--- src/rtl/vend_fsm_multi_if.sv ---
// Vending controller bus: coin/selection/cancel inputs, dispenser
// valid/ack handshake, and credit/status outputs.
// Ports (master = front panel + dispenser side, slave = controller):
//   coin_valid, coin_code[1:0], sel_valid, sel_idx[2:0], cancel, disp_ack
//   disp_valid, disp_idx[2:0], credit[CREDIT_W-1:0], change_pulse,
//   coin_reject, sel_deny, busy
interface vend_fsm_multi_if #(
    parameter int CREDIT_W = 4
);
    logic                coin_valid;
    logic [1:0]          coin_code;
    logic                sel_valid;
    logic [2:0]          sel_idx;
    logic                cancel;
    logic                disp_ack;
    logic                disp_valid;
    logic [2:0]          disp_idx;
    logic [CREDIT_W-1:0] credit;
    logic                change_pulse;
    logic                coin_reject;
    logic                sel_deny;
    logic                busy;

    modport master (
        output coin_valid, coin_code, sel_valid, sel_idx,
        output cancel, disp_ack,
        input  disp_valid, disp_idx, credit, change_pulse,
        input  coin_reject, sel_deny, busy
    );

    modport slave (
        input  coin_valid, coin_code, sel_valid, sel_idx,
        input  cancel, disp_ack,
        output disp_valid, disp_idx, credit, change_pulse,
        output coin_reject, sel_deny, busy
    );
endinterface

--- src/rtl/vend_fsm_multi.sv ---
// Multi-product vending FSM: multi-denomination credit, per-product
// prices, valid/ack vend handshake, unit change pulses, idle refund.
// Ports: clk, rst (sync, active-high), bus (vend_fsm_multi_if.slave).
module vend_fsm_multi #(
    parameter int                  CREDIT_W    = 4,
    parameter int                  NUM_PROD    = 4,
    parameter logic [8*CREDIT_W-1:0] PRICES    = 32'h00007532,
    parameter int                  MAX_CREDIT  = 12,
    parameter int                  TIMEOUT_CYC = 1000
) (
    input  logic                 clk,
    input  logic                 rst,
    vend_fsm_multi_if.slave      bus
);
    localparam int TW = (TIMEOUT_CYC > 2) ? $clog2(TIMEOUT_CYC) : 1;
    localparam logic [TW-1:0] TLAST = TW'(TIMEOUT_CYC - 1);
    localparam logic [CREDIT_W:0] MAXC = (CREDIT_W + 1)'(MAX_CREDIT);
    localparam logic [3:0] NP = 4'(NUM_PROD);

    typedef enum logic [1:0] {
        IDLE,
        CREDIT,
        VEND,
        CHANGE
    } state_t;

    state_t              state_q, state_d;
    logic [CREDIT_W-1:0] credit_q, credit_d;
    logic [TW-1:0]       tmr_q, tmr_d;
    logic [2:0]          idx_q, idx_d;
    logic                dv_q, dv_d;
    logic                chg_q, chg_d;
    logic                rej_q, rej_d;
    logic                deny_q, deny_d;

    logic [CREDIT_W:0]   coin_val;
    logic [CREDIT_W:0]   sum;
    logic                coin_ok;
    logic [CREDIT_W-1:0] price;
    logic                sel_ok;

    always_comb begin
        coin_val = '0;
        case (bus.coin_code)
            2'd0:    coin_val = (CREDIT_W + 1)'(1);
            2'd1:    coin_val = (CREDIT_W + 1)'(2);
            2'd2:    coin_val = (CREDIT_W + 1)'(5);
            default: coin_val = '0;
        endcase
    end

    // Sum is one bit wider so an overflowing coin is caught, not wrapped.
    assign sum     = {1'b0, credit_q} + coin_val;
    assign coin_ok = (bus.coin_code != 2'd3) && (sum <= MAXC);

    assign price  = PRICES[32'(bus.sel_idx) * CREDIT_W +: CREDIT_W];
    assign sel_ok = ({1'b0, bus.sel_idx} < NP) && (credit_q >= price);

    always_ff @(posedge clk) begin
        if (rst) begin
            state_q  <= IDLE;
            credit_q <= '0;
            tmr_q    <= '0;
            idx_q    <= '0;
            dv_q     <= 1'b0;
            chg_q    <= 1'b0;
            rej_q    <= 1'b0;
            deny_q   <= 1'b0;
        end else begin
            state_q  <= state_d;
            credit_q <= credit_d;
            tmr_q    <= tmr_d;
            idx_q    <= idx_d;
            dv_q     <= dv_d;
            chg_q    <= chg_d;
            rej_q    <= rej_d;
            deny_q   <= deny_d;
        end
    end

    always_comb begin
        state_d  = state_q;
        credit_d = credit_q;
        tmr_d    = tmr_q;
        idx_d    = idx_q;
        dv_d     = dv_q;
        chg_d    = 1'b0;
        rej_d    = 1'b0;
        deny_d   = 1'b0;

        unique case (state_q)
            IDLE, CREDIT: begin
                if (bus.cancel) begin
                    rej_d   = bus.coin_valid;
                    tmr_d   = '0;
                    state_d = (credit_q != '0) ? CHANGE : IDLE;
                end else if (bus.sel_valid) begin
                    // A denied select is still activity: timer holds.
                    rej_d = bus.coin_valid;
                    if (sel_ok) begin
                        credit_d = credit_q - price;
                        idx_d    = bus.sel_idx;
                        dv_d     = 1'b1;
                        tmr_d    = '0;
                        state_d  = VEND;
                    end else begin
                        deny_d = 1'b1;
                    end
                end else if (bus.coin_valid && coin_ok) begin
                    credit_d = sum[CREDIT_W-1:0];
                    tmr_d    = '0;
                    state_d  = CREDIT;
                end else begin
                    rej_d = bus.coin_valid;
                    if (state_q == CREDIT) begin
                        if (tmr_q == TLAST) begin
                            tmr_d   = '0;
                            state_d = (credit_q != '0) ? CHANGE : IDLE;
                        end else begin
                            tmr_d = tmr_q + TW'(1);
                        end
                    end
                end
            end

            VEND: begin
                rej_d = bus.coin_valid;
                if (bus.disp_ack) begin
                    dv_d    = 1'b0;
                    idx_d   = '0;
                    state_d = (credit_q != '0) ? CHANGE : IDLE;
                end
            end

            CHANGE: begin
                rej_d = bus.coin_valid;
                if (credit_q != '0) begin
                    chg_d    = 1'b1;
                    credit_d = credit_q - CREDIT_W'(1);
                    if (credit_q == CREDIT_W'(1)) begin
                        state_d = IDLE;
                    end
                end else begin
                    state_d = IDLE;
                end
            end

            default: state_d = IDLE;
        endcase
    end

    assign bus.disp_valid   = dv_q;
    assign bus.disp_idx     = idx_q;
    assign bus.credit       = credit_q;
    assign bus.change_pulse = chg_q;
    assign bus.coin_reject  = rej_q;
    assign bus.sel_deny     = deny_q;
    assign bus.busy         = (state_q == VEND) || (state_q == CHANGE);
endmodule
--- src/flat_wrapper.sv ---
// flat-port wrapper written by rule: the top's interface ports become plain ports
module vend_fsm_multi_flat 
#(
    parameter int                  CREDIT_W    = 4,
    parameter int                  NUM_PROD    = 4,
    parameter logic [8*CREDIT_W-1:0] PRICES    = 32'h00007532,
    parameter int                  MAX_CREDIT  = 12,
    parameter int                  TIMEOUT_CYC = 1000
)
  (clk, rst, bus_coin_valid, bus_coin_code, bus_sel_valid, bus_sel_idx, bus_cancel, bus_disp_ack, bus_disp_valid, bus_disp_idx, bus_credit, bus_change_pulse, bus_coin_reject, bus_sel_deny, bus_busy);
  vend_fsm_multi_if #(.CREDIT_W(CREDIT_W)) bus_i ();
  input  logic clk;
  input  logic rst;
  input wire logic [$bits(bus_i.coin_valid)-1:0] bus_coin_valid;
  input wire logic [$bits(bus_i.coin_code)-1:0] bus_coin_code;
  input wire logic [$bits(bus_i.sel_valid)-1:0] bus_sel_valid;
  input wire logic [$bits(bus_i.sel_idx)-1:0] bus_sel_idx;
  input wire logic [$bits(bus_i.cancel)-1:0] bus_cancel;
  input wire logic [$bits(bus_i.disp_ack)-1:0] bus_disp_ack;
  output wire logic [$bits(bus_i.disp_valid)-1:0] bus_disp_valid;
  output wire logic [$bits(bus_i.disp_idx)-1:0] bus_disp_idx;
  output wire logic [$bits(bus_i.credit)-1:0] bus_credit;
  output wire logic [$bits(bus_i.change_pulse)-1:0] bus_change_pulse;
  output wire logic [$bits(bus_i.coin_reject)-1:0] bus_coin_reject;
  output wire logic [$bits(bus_i.sel_deny)-1:0] bus_sel_deny;
  output wire logic [$bits(bus_i.busy)-1:0] bus_busy;
  assign bus_i.coin_valid = bus_coin_valid;
  assign bus_i.coin_code = bus_coin_code;
  assign bus_i.sel_valid = bus_sel_valid;
  assign bus_i.sel_idx = bus_sel_idx;
  assign bus_i.cancel = bus_cancel;
  assign bus_i.disp_ack = bus_disp_ack;
  assign bus_disp_valid = bus_i.disp_valid;
  assign bus_disp_idx = bus_i.disp_idx;
  assign bus_credit = bus_i.credit;
  assign bus_change_pulse = bus_i.change_pulse;
  assign bus_coin_reject = bus_i.coin_reject;
  assign bus_sel_deny = bus_i.sel_deny;
  assign bus_busy = bus_i.busy;
  vend_fsm_multi #(.CREDIT_W(CREDIT_W), .NUM_PROD(NUM_PROD), .PRICES(PRICES), .MAX_CREDIT(MAX_CREDIT), .TIMEOUT_CYC(TIMEOUT_CYC)) u_core (.clk(clk), .rst(rst), .bus(bus_i));
endmodule
--- config.mk ---
export PLATFORM = sky130hd
export DESIGN_NAME = vend_fsm_multi_flat
export DESIGN_NICKNAME = d
export VERILOG_FILES = /design/src/rtl/vend_fsm_multi_if.sv /design/src/rtl/vend_fsm_multi.sv /design/src/flat_wrapper.sv
export SDC_FILE = /design/constraint.sdc
export NUM_CORES = 1
export LEC_CHECK = 0
export ABC_AREA = 0
export CAP_MARGIN = 20
export CORE_ASPECT_RATIO = 0.5
export CORE_MARGIN = 2
export CORE_UTILIZATION = 54
export CTS_CLUSTER_SIZE = 40
export DETAILED_ROUTE_END_ITERATION = 12
export HOLD_SLACK_MARGIN = 0.1
export PLACE_DENSITY = 0.86
export SLEW_MARGIN = 20
export SYNTH_ARGS = -nofsm -noshare
export SYNTH_HDL_FRONTEND = slang
export SYNTH_SLANG_ARGS = --single-unit
export TNS_END_PERCENT = 5
--- constraint.sdc ---
create_clock -name clk -period 2.9 [get_ports clk]
set_input_delay 0.29 -clock clk [delete_from_list [all_inputs] [get_ports clk]]
set_output_delay 0.29 -clock clk [all_outputs]
set_load 0.005 [all_outputs]
* After elaboration in Yosys (flattened, before gate mapping) *
Index checks and enable logic that the tools add are counted.

operators by class
  div/mod/pow operators = 0
  muxes and demuxes = 40
  reductions and logical operators = 18
  shift-type cells = 1
  $add $sub $neg = 4
  multiply operators = 0
  bitwise logic cells = 3
  $lt $le $gt $ge = 3
  equality and inequality tests = 20

operators with widths
  kind                                                                               count
  10-bit two-way mux                                                                 6
  32-bit by 6-bit indexed part select with 4-bit output (first input constant)       1
  2-bit two-way mux                                                                  10
  4-bit two-way mux                                                                  5
  5-bit AND reduction                                                                3
  3-bit two-way mux                                                                  4
  10-bit by 1-bit adder with 10-bit output (second input constant)                   1
  10-bit == test (second input constant)                                             1
  5-bit by 3-bit inequality test with 1-bit output (second input constant)           2
  1-bit two-way mux                                                                  9
  3-bit case mux with 3 select lines                                                 1
  2-bit inequality test (second input constant)                                      4
  4-bit case mux with 2 select lines                                                 1
  4-bit nonzero test                                                                 2
  2-bit == test (second input constant)                                              3
  3-bit by 2-bit inequality test with 1-bit output (second input constant)           2
  2-bit case mux with 3 select lines                                                 1
  3-bit case mux with 2 select lines                                                 1
  2-bit OR reduction                                                                 3
  4-bit by 3-bit adder with 5-bit output                                             1
  5-bit by 4-bit less-or-equal comparator with 1-bit output (second input constant)  1
  2-bit by 1-bit == test with 1-bit output (second input constant)                   2
  4-bit by 1-bit == test with 1-bit output (second input constant)                   1
  4-bit greater-or-equal comparator                                                  1
  15 further kinds                                                                   23

storage, ports and cells
  flip-flop bits (word level) = 23
  logic and storage cells = 97
  memories = 0
  bits of input ports = 11
  output and inout bits = 12
  memory bits (read-only) = 0
  bits in writable memories = 0
  latch bits = 0

* Depth between registers and ports, before layout *
Gate-level depths: netlist of run 1.

  depth after elaboration = 10
  gate-level depth with buffers = 12

* Worst setup path before layout of run 1 *
OpenSTA, ideal clock, no wires.

  path type = flip-flop to flip-flop
  start point = register u_core.credit_q[0] (netlist: u_core.bus.credit[0])
  end point = register u_core.tmr_q[1]
  data arrival time = 2.352 ns
  setup slack = 0.424 ns
  period minus slack after synthesis = 2.476 ns
  data required time = 2.776 ns
  setup time = 0.124 ns
  stages on the path, launching flop included = 12
  path buffers = 1
  cells stage by stage = dfxtp_1 -> inv_1 -> ha_1 -> inv_1 -> fa_1 -> a211oi_1 -> a21oi_1 -> o21ai_0 -> o21a_1 -> buf_2 -> mux2i_1 -> nor2_1

between the ends
  word-level cells in the longest chain between the ends = 7

RTL lines
  what                                                       RTL line               source
  start: declaration                                         vend_fsm_multi.sv:28   logic [CREDIT_W-1:0] credit_q, credit_d;
  start signal: assignment                                   vend_fsm_multi.sv:71   credit_q <= credit_d;
  4-bit by 3-bit adder with 5-bit output                     vend_fsm_multi.sv:53   assign sum = {1'b0, credit_q} + coin_val;
  5-bit by 4-bit less-or-equal comparator with 1-bit output  vend_fsm_multi.sv:54   assign coin_ok = (bus.coin_code != 2'd3) && (sum <= MAXC);
  1-bit logical AND                                          vend_fsm_multi.sv:54
  1-bit logical AND                                          vend_fsm_multi.sv:109  end else if (bus.coin_valid && coin_ok) begin
  10-bit two-way mux                                         vend_fsm_multi.sv:109
  10-bit two-way mux                                         vend_fsm_multi.sv:97   end else if (bus.sel_valid) begin
  10-bit two-way mux                                         vend_fsm_multi.sv:93   if (bus.cancel) begin
  end signal: assignment                                     vend_fsm_multi.sv:72   tmr_q <= tmr_d;
  end: declaration                                           vend_fsm_multi.sv:29   logic [TW-1:0] tmr_q, tmr_d;

Several ways; a longest one is shown, not always the timed one.
A chain may end at the register's enable or synchronous reset.

* Worst setup path in the final report of run 1 *
  start point = input port bus_coin_code[0]
  end point = register u_core.state_q[0]

between the ends
  word-level cells in the longest chain between the ends = 10

RTL lines
  what                                                       RTL line               source
  start: declaration                                         flat_wrapper.sv:15     input wire logic [$bits(bus_i.coin_code)-1:0] bus_coin_code;
  2-bit == test (tied with other cells)                      vend_fsm_multi.sv:44   case (bus.coin_code)
  3-bit case mux with 3 select lines                         vend_fsm_multi.sv:44
  4-bit by 3-bit adder with 5-bit output                     vend_fsm_multi.sv:53
  5-bit by 4-bit less-or-equal comparator with 1-bit output  vend_fsm_multi.sv:54
  1-bit logical AND *                                        vend_fsm_multi.sv:54
  1-bit logical AND *                                        vend_fsm_multi.sv:109
  2-bit two-way mux                                          vend_fsm_multi.sv:109
  2-bit two-way mux                                          vend_fsm_multi.sv:97
  2-bit two-way mux                                          vend_fsm_multi.sv:93
  2-bit case mux with 3 select lines                         vend_fsm_multi.sv:91   unique case (state_q)
  end signal: assignment                                     vend_fsm_multi.sv:70   state_q <= state_d;
  end: declaration                                           vend_fsm_multi.sv:27   state_t state_q, state_d;

Every way passes the cells marked *; elsewhere a longest branch is shown, timed or not.

==> results of run 1 <==
==> final timing paths <==
kind | startpoint | end | slack [ns] | depth (start not counted)
worst max-delay path | bus_coin_code[0] | u_core.state_q[0] | 0.14 | 12
worst min-delay path | u_core.bus.disp_idx[2] | u_core.bus.disp_idx[2] | 0.48 | 1
worst max register to register | u_core.bus.credit[0] | u_core.state_q[0] | 0.26 | 10
worst min register to register | u_core.bus.disp_idx[2] | u_core.bus.disp_idx[2] | 0.48 | 1
==> cell usage in the layout, fill, tap and decap left out, drive strengths merged, types with 9 or more instances in the layout <==
cell,n
nand2,10
nand3,10
nor2,23
a21oi,15
inv,20
buf,15
clkdlybuf4s50,22
ha,9
dfxtp,23
o21ai,12
==> critical path, cell delays in order <==
cell and delay [ns]:
clkdlybuf4s50_1 0.46, inv_1 0.08, ha_1 0.15, inv_1 0.05
fa_1 0.40, xnor2_1 0.27, o21ai_2 0.12, o31ai_2 0.36
buf_4 0.18, nand3_1 0.08, o211ai_1 0.13, mux2_2 0.35
==> kinds of logic after synthesis <==
kind of cell             share of synthesized area
multiplexers                                0.0200
AND/OR/NAND/NOR                              0.232
buffers and inverters                       0.0632
adder cells (fa/ha/maj)                     0.0977
flip-flops                                   0.295
XOR/XNOR                                    0.0224
AO/OA/AOI/OAI                                0.270
==> state kept, by name, indices dropped and copies added, names as in the netlist <==
register	count
u_core.bus.disp_valid	1
u_core.state_q	2
u_core.bus.credit	4
u_core.tmr_q	10
u_core.bus.change_pulse	1
u_core.bus.disp_idx	3
u_core.bus.sel_deny	1
u_core.bus.coin_reject	1
==> area by class of cell <==
| cell class | instances | area (µm²) | share of cell area |
|---|---|---|---|
| repair buffers | 37 | 333 | 0.167 |
| clock inverters | 1 | 7.51 | 0.00378 |
| inverters | 20 | 75.1 | 0.0378 |
| clock buffers | 3 | 41.3 | 0.0208 |
| multi-input cells | 151 | 1020 | 0.515 |
| well taps | 37 | 46.3 | 0.0233 |
| flip-flops and latches | 23 | 462 | 0.232 |
==> layer usage <==
| layer | up-vias | routed length (µm) | GRT usage |
|---|---|---|---|
| met5 | - | 0 | 0 |
| met4 | 0 | 49 | 0.0644 |
| met3 | 8 | 273 | 0.0603 |
| met2 | 65 | 2060 | 0.450 |
| met1 | 782 | 1840 | 0.334 |
| li1 | 807 | - | - |
==> through the flow <==
step	setup TNS (ns)	std cells
after CTS	0	272
after global routing	0	272
after floorplan	0	200
after global placement	-0.327	268
after detailed placement	-0.942	268
final	0	272
==> power groups by stage <==
stage | combinational, µW | clock (µW) | sequential [µW]
after floorplan | 254 | 0 | 373
after global routing | 475 | 235 | 382
after CTS | 414 | 222 | 377
final | 436 | 220 | 379
after global placement | 395 | 0 | 384
after detailed placement | 410 | 0 | 385
==> flow_summary_export.csv, run 1 <==
group,metric,value,unit
outcome,status,"completed",
yosys,ys_ff_latch,23,
worst_setup_path,worst_ep_arrival_time,2.94,ns
yosys,synthFlopType,"dfxtp_1",
drt,drtIter0Drc,127,
yosys,synth_area_leaders,"dfxtp_1 29%, ha_1 7.2%, nor2_1 5.5%",
yosys,synth_common_cells,"23 x dfxtp_1, 23 x nor2_1, 20 x inv_1",
placed_design,post_dp_cell_area,1920,µm²
timing,hold_ws,0.477,ns
clocking,cts.sinks,23,
final_layout,diodes,0,
worst_setup_path,required,3.08,ns
drt,dr_total_vias,1662,
drt,postRouteAntennaNets,0,
die,core_region_area,2670,µm²
yosys,synth_edf_count,0,
timing,min_period,2.76,ns
pwr,p_int,648,µW
timing,setup_slack,0.143,ns
clocking,clockBufferDepth,2,
timing,drv_slew,0,
die,die_h,42.0,µm
clocking,ctsRootBufferMaster,"clkbuf_8",
die,die_area,3370,µm²
timing,setup_viol,0,
drt,wirelength,4220,µm
pwr,switchingPower,387,µW
pwr,power.density,521,nW/µm²
drt,firstDrtPassIters,5,
yosys,syn_nets,222,
drt,wire_per_inst,15.5,µm
pwr,switching_share,0.374,
pwr,ir_worst_vdd,0.314,mV
clocking,cts_setup_buffers,0,
pwr,total_power,1040,µW
run,drv_cap,0,
clocking,ctsHtreeMaxLevel,1,
timing,hold_viol,0,
timing,maxSlewHeadroom,0.532,
placed_design,io_buffers,22,
pwr,pwr-share-comb,0.421,
yosys,netlist_instances,200,
timing,max_freq,0.363,GHz
global_routing,grt_max_degree,15,
placed_design,gp_congestion,0.912,
worst_hold_path,hold_path_class,"reg2reg",
pwr,seqPwrFrac,0.366,
yosys,postSynth.asyncResetShare,0,
final_layout,area_delta_synth_final,27.2,%
clocking,cts.clk_slew.worst_paths,0.10,ns
timing,rsz0062_at_grt,"false",
die,num_rows,13,
final_layout,fillers,197,
yosys,ys_types,46,
timing,timing.final.crit_share,0.951,
pwr,p_leak,0.000744,µW
yosys,synth_top_area_share,0.295,
final_layout,num-nets-final,258,
yosys,avgSynthCellArea,7.81,µm²
clocking,hold_buffers,0,
final_layout,fin_util,0.745,
clocking,numCtsBuffers,3,
clocking,cts_tree,"done",
clocking,worstSkewPairLatency,0.28,ns
die,die_w,80.1,µm
final_layout,fin_area,1990,µm²
worst_setup_path,end_kind,"register",
global_routing,grt_pass1_wl,6920,µm
die,io_pins,23,
worst_setup_path,path_max_fanout,4,
worst_setup_path,startpoint_type,"input pin",
placed_design,dp_hpwl,3130,µm
yosys,ys_seq_area_frac,0.295,
global_routing,grt_usage,0.262,
worst_setup_path,critical_path_class,"in2reg",
pwr,power_frac_clock,0.212,
global_routing,grt_remaining_overflow,0,
global_routing,grt_pass1_vias,1533,
global_routing,antenna_found_initial,0,
final_layout,drive_above_1_share,0.132,
die,initial_utilization,0.586,
clocking,post_cts_resized,0,
drt,viasPerCell,6.11,
yosys,synth_top_cell_by_area,"dfxtp_1",
yosys,netlist_area,1560,µm²
timing,worst_pin_slew,0.696,ns
yosys,synth_warnings,0,
timing,fin_skew,0.00722,ns
placed_design,preCtsSetupSlack,-0.115,ns
drt,drc,0,
No activity file was read; power rests on OpenSTA's default activity.
==> run 2: changes to the inputs <==
PLACE_DENSITY = 0.79   (was 0.86)
==> flow_summary_export.csv, run 2 (same netlist as run 1, synthesis figures left out) <==
group,metric,value,unit
drt,viasPerCell,6.05,
pwr,switching_share,0.360,
die,die_area,3370,µm²
worst_setup_path,timing.rr.start,"u_core.bus.credit[0]",
pwr,ir_worst_vdd,0.337,mV
worst_setup_path,r2r_cells,12,
worst_setup_path,required,3.10,ns
placed_design,preCtsSetupSlack,-0.146,ns
clocking,worstSkewPairLatency,0.27,ns
worst_setup_path,end_kind,"register",
global_routing,antenna_found_initial,0,
worst_hold_path,hp-start,"u_core.bus.disp_idx[2]",
worst_hold_path,hold_path_class,"reg2reg",
placed_design,io_buffers,22,
drt,wirelength,3990,µm
pwr,pwr-share-comb,0.426,
worst_hold_path,hold_depth,1,
timing,hold_viol,0,
clocking,cts.sinks,23,
timing,maxSlewHeadroom,0.543,
die,initial_utilization,0.586,
placed_design,post_dp_cell_area,1940,µm²
final_layout,largest_register_ffs,10,
drt,firstDrtPassIters,5,
clocking,clockBufferDepth,2,
die,die_h,42.0,µm
timing,hold_ws,0.480,ns
global_routing,grt_pass1_wl,6470,µm
die,die_w,80.1,µm
final_layout,stdcell_count,275,
placed_design,dp_hpwl,3120,µm
clocking,ctsHtreeMaxLevel,1,
global_routing,grt_remaining_overflow,0,
clocking,numCtsBuffers,3,
timing,max_freq,0.360,GHz
drt,wire_per_inst,14.5,µm
die,num_rows,13,
final_layout,fillers,211,
run,drv_cap,0,
die,io_pins,23,
drt,postRouteAntennaNets,0,
clocking,cts.clk_slew.worst_paths,0.09,ns
final_layout,area_delta_synth_final,27.6,%
drt,drc,0,
outcome,status,"completed",
timing,setup_tns,0,ns
pwr,power.density,515,nW/µm²
final_layout,drive_above_1_share,0.126,
worst_setup_path,critical_path_class,"reg2reg",
timing,rsz0062_at_grt,"true",
timing,setup_viol,0,
placed_design,place_inst,271,
worst_setup_path,path_max_fanout,6,
drt,top_layer_used,"met4",
global_routing,grt_usage,0.244,
pwr,seqPwrFrac,0.369,
pwr,power_frac_clock,0.205,
global_routing,grt_pass1_vias,1444,
placed_design,gp_congestion,0.896,
timing,worst_pin_slew,0.679,ns
drt,dr_total_vias,1663,
worst_setup_path,worst_ep_arrival_time,2.97,ns
worst_setup_path,r2r_slack,0.12,ns
pwr,p_leak,0.000755,µW
final_layout,largest_register,"u_core.tmr_q",
final_layout,fin_area,1990,µm²
pwr,switchingPower,370,µW
drt,drtIter0Drc,141,
drt,dr_wl_met2,1840,µm
pwr,p_int,657,µW
final_layout,num-nets-final,261,
timing,min_period,2.78,ns
worst_setup_path,startpoint_type,"register",
worst_hold_path,min_delay_worst_endpoint,"u_core.bus.disp_idx[2]",
timing,drv_slew,0,
global_routing,grt_max_degree,15,
clocking,cts_setup_buffers,0,
final_layout,mostFrequentLayoutCells,"23 x nor2_1, 23 x dfxtp_1, 22 x clkdlybuf4s50_1, 20 x inv_1, 18 x buf_4",
timing,fin_skew,0.00872,ns
clocking,ctsRootBufferMaster,"clkbuf_8",
final_layout,diodes,0,
drt,wl_met1,1870,µm
timing,timing.final.crit_share,0.957,
worst_setup_path,r2r_end,"u_core.tmr_q[7]",
drt,route.met3.wl,245,µm
timing,setup_slack,0.124,ns
die,core_region_area,2670,µm²
clocking,cts_tree,"done",
==> run 2: cell count changes in the layout (fill, tap and decap cells not counted), sizes merged <==
| cell | previous run | this run |
|---|---|---|
| buf | 15 | 18 |
==> run 2: cell type report <==
class / instances / area (µm²) / share of cell area
Inverter: 20 / 75.1 / 0.0376
Multi-Input combinational cell: 151 / 1010 / 0.506
Timing Repair Buffer: 40 / 355 / 0.178
Clock inverter: 1 / 7.51 / 0.00376
Sequential cell: 23 / 460 / 0.231
Tap cell: 37 / 46.3 / 0.0232
Clock buffer: 3 / 41.3 / 0.0207
==> run 2: critical path, stage by stage (launching register included) <==
cell      delay, ns
dfxtp_1        0.48
inv_1          0.13
ha_1           0.23
inv_1          0.07
fa_1           0.18
a211oi_1       0.08
buf_4          0.15
a21oi_1        0.21
o21ai_1        0.14
o21a_1         0.24
buf_4          0.16
or4_1          0.49
a21oi_1        0.14
==> run 2: layer usage <==
layer | vias to the layer above | GRT usage
met4 | 0 | 0.0271
met1 | 780 | 0.332
li1 | 811 | -
met2 | 66 | 0.412
met5 | - | 0
met3 | 6 | 0.0560
==> run 2: worst max-delay path by stage <==
stage                    startpoint         endpoint
2_1_floorplan  u_core.bus.credit[0]  u_core.tmr_q[1]
3_3_place_gp         bus_sel_idx[1]  u_core.tmr_q[1]
3_5_place_dp       bus_coin_code[0]  u_core.tmr_q[5]
4_1_cts            bus_coin_code[0]  u_core.tmr_q[7]
5_1_grt            bus_coin_code[0]  u_core.tmr_q[5]
6_report       u_core.bus.credit[0]  u_core.tmr_q[7]
==> run 2: what timing repair did <==
action                                 4_1_cts  5_1_grt
hold buffers                                 0        0
setup endpoints to repair                    0        9
endpoints found under the hold margin        0        0
gates resized for setup                      0        4
==> run 2: per-stage QoR <==
step / utilization / total power (µW)
after floorplan: - / 627
after global placement: 0.727 / 801
after detailed placement: 0.727 / 809
after CTS: 0.746 / 1020
after global routing: 0.748 / 1090
final: 0.748 / 1030
==> run 2: power by group through the flow <==
stage	sequential [µW]	combinational, µW	clock (µW)
6_report	379	437	210
5_1_grt	384	480	230
4_1_cts	378	427	214
3_5_place_dp	386	424	0
3_3_place_gp	384	417	0
2_1_floorplan	373	254	0
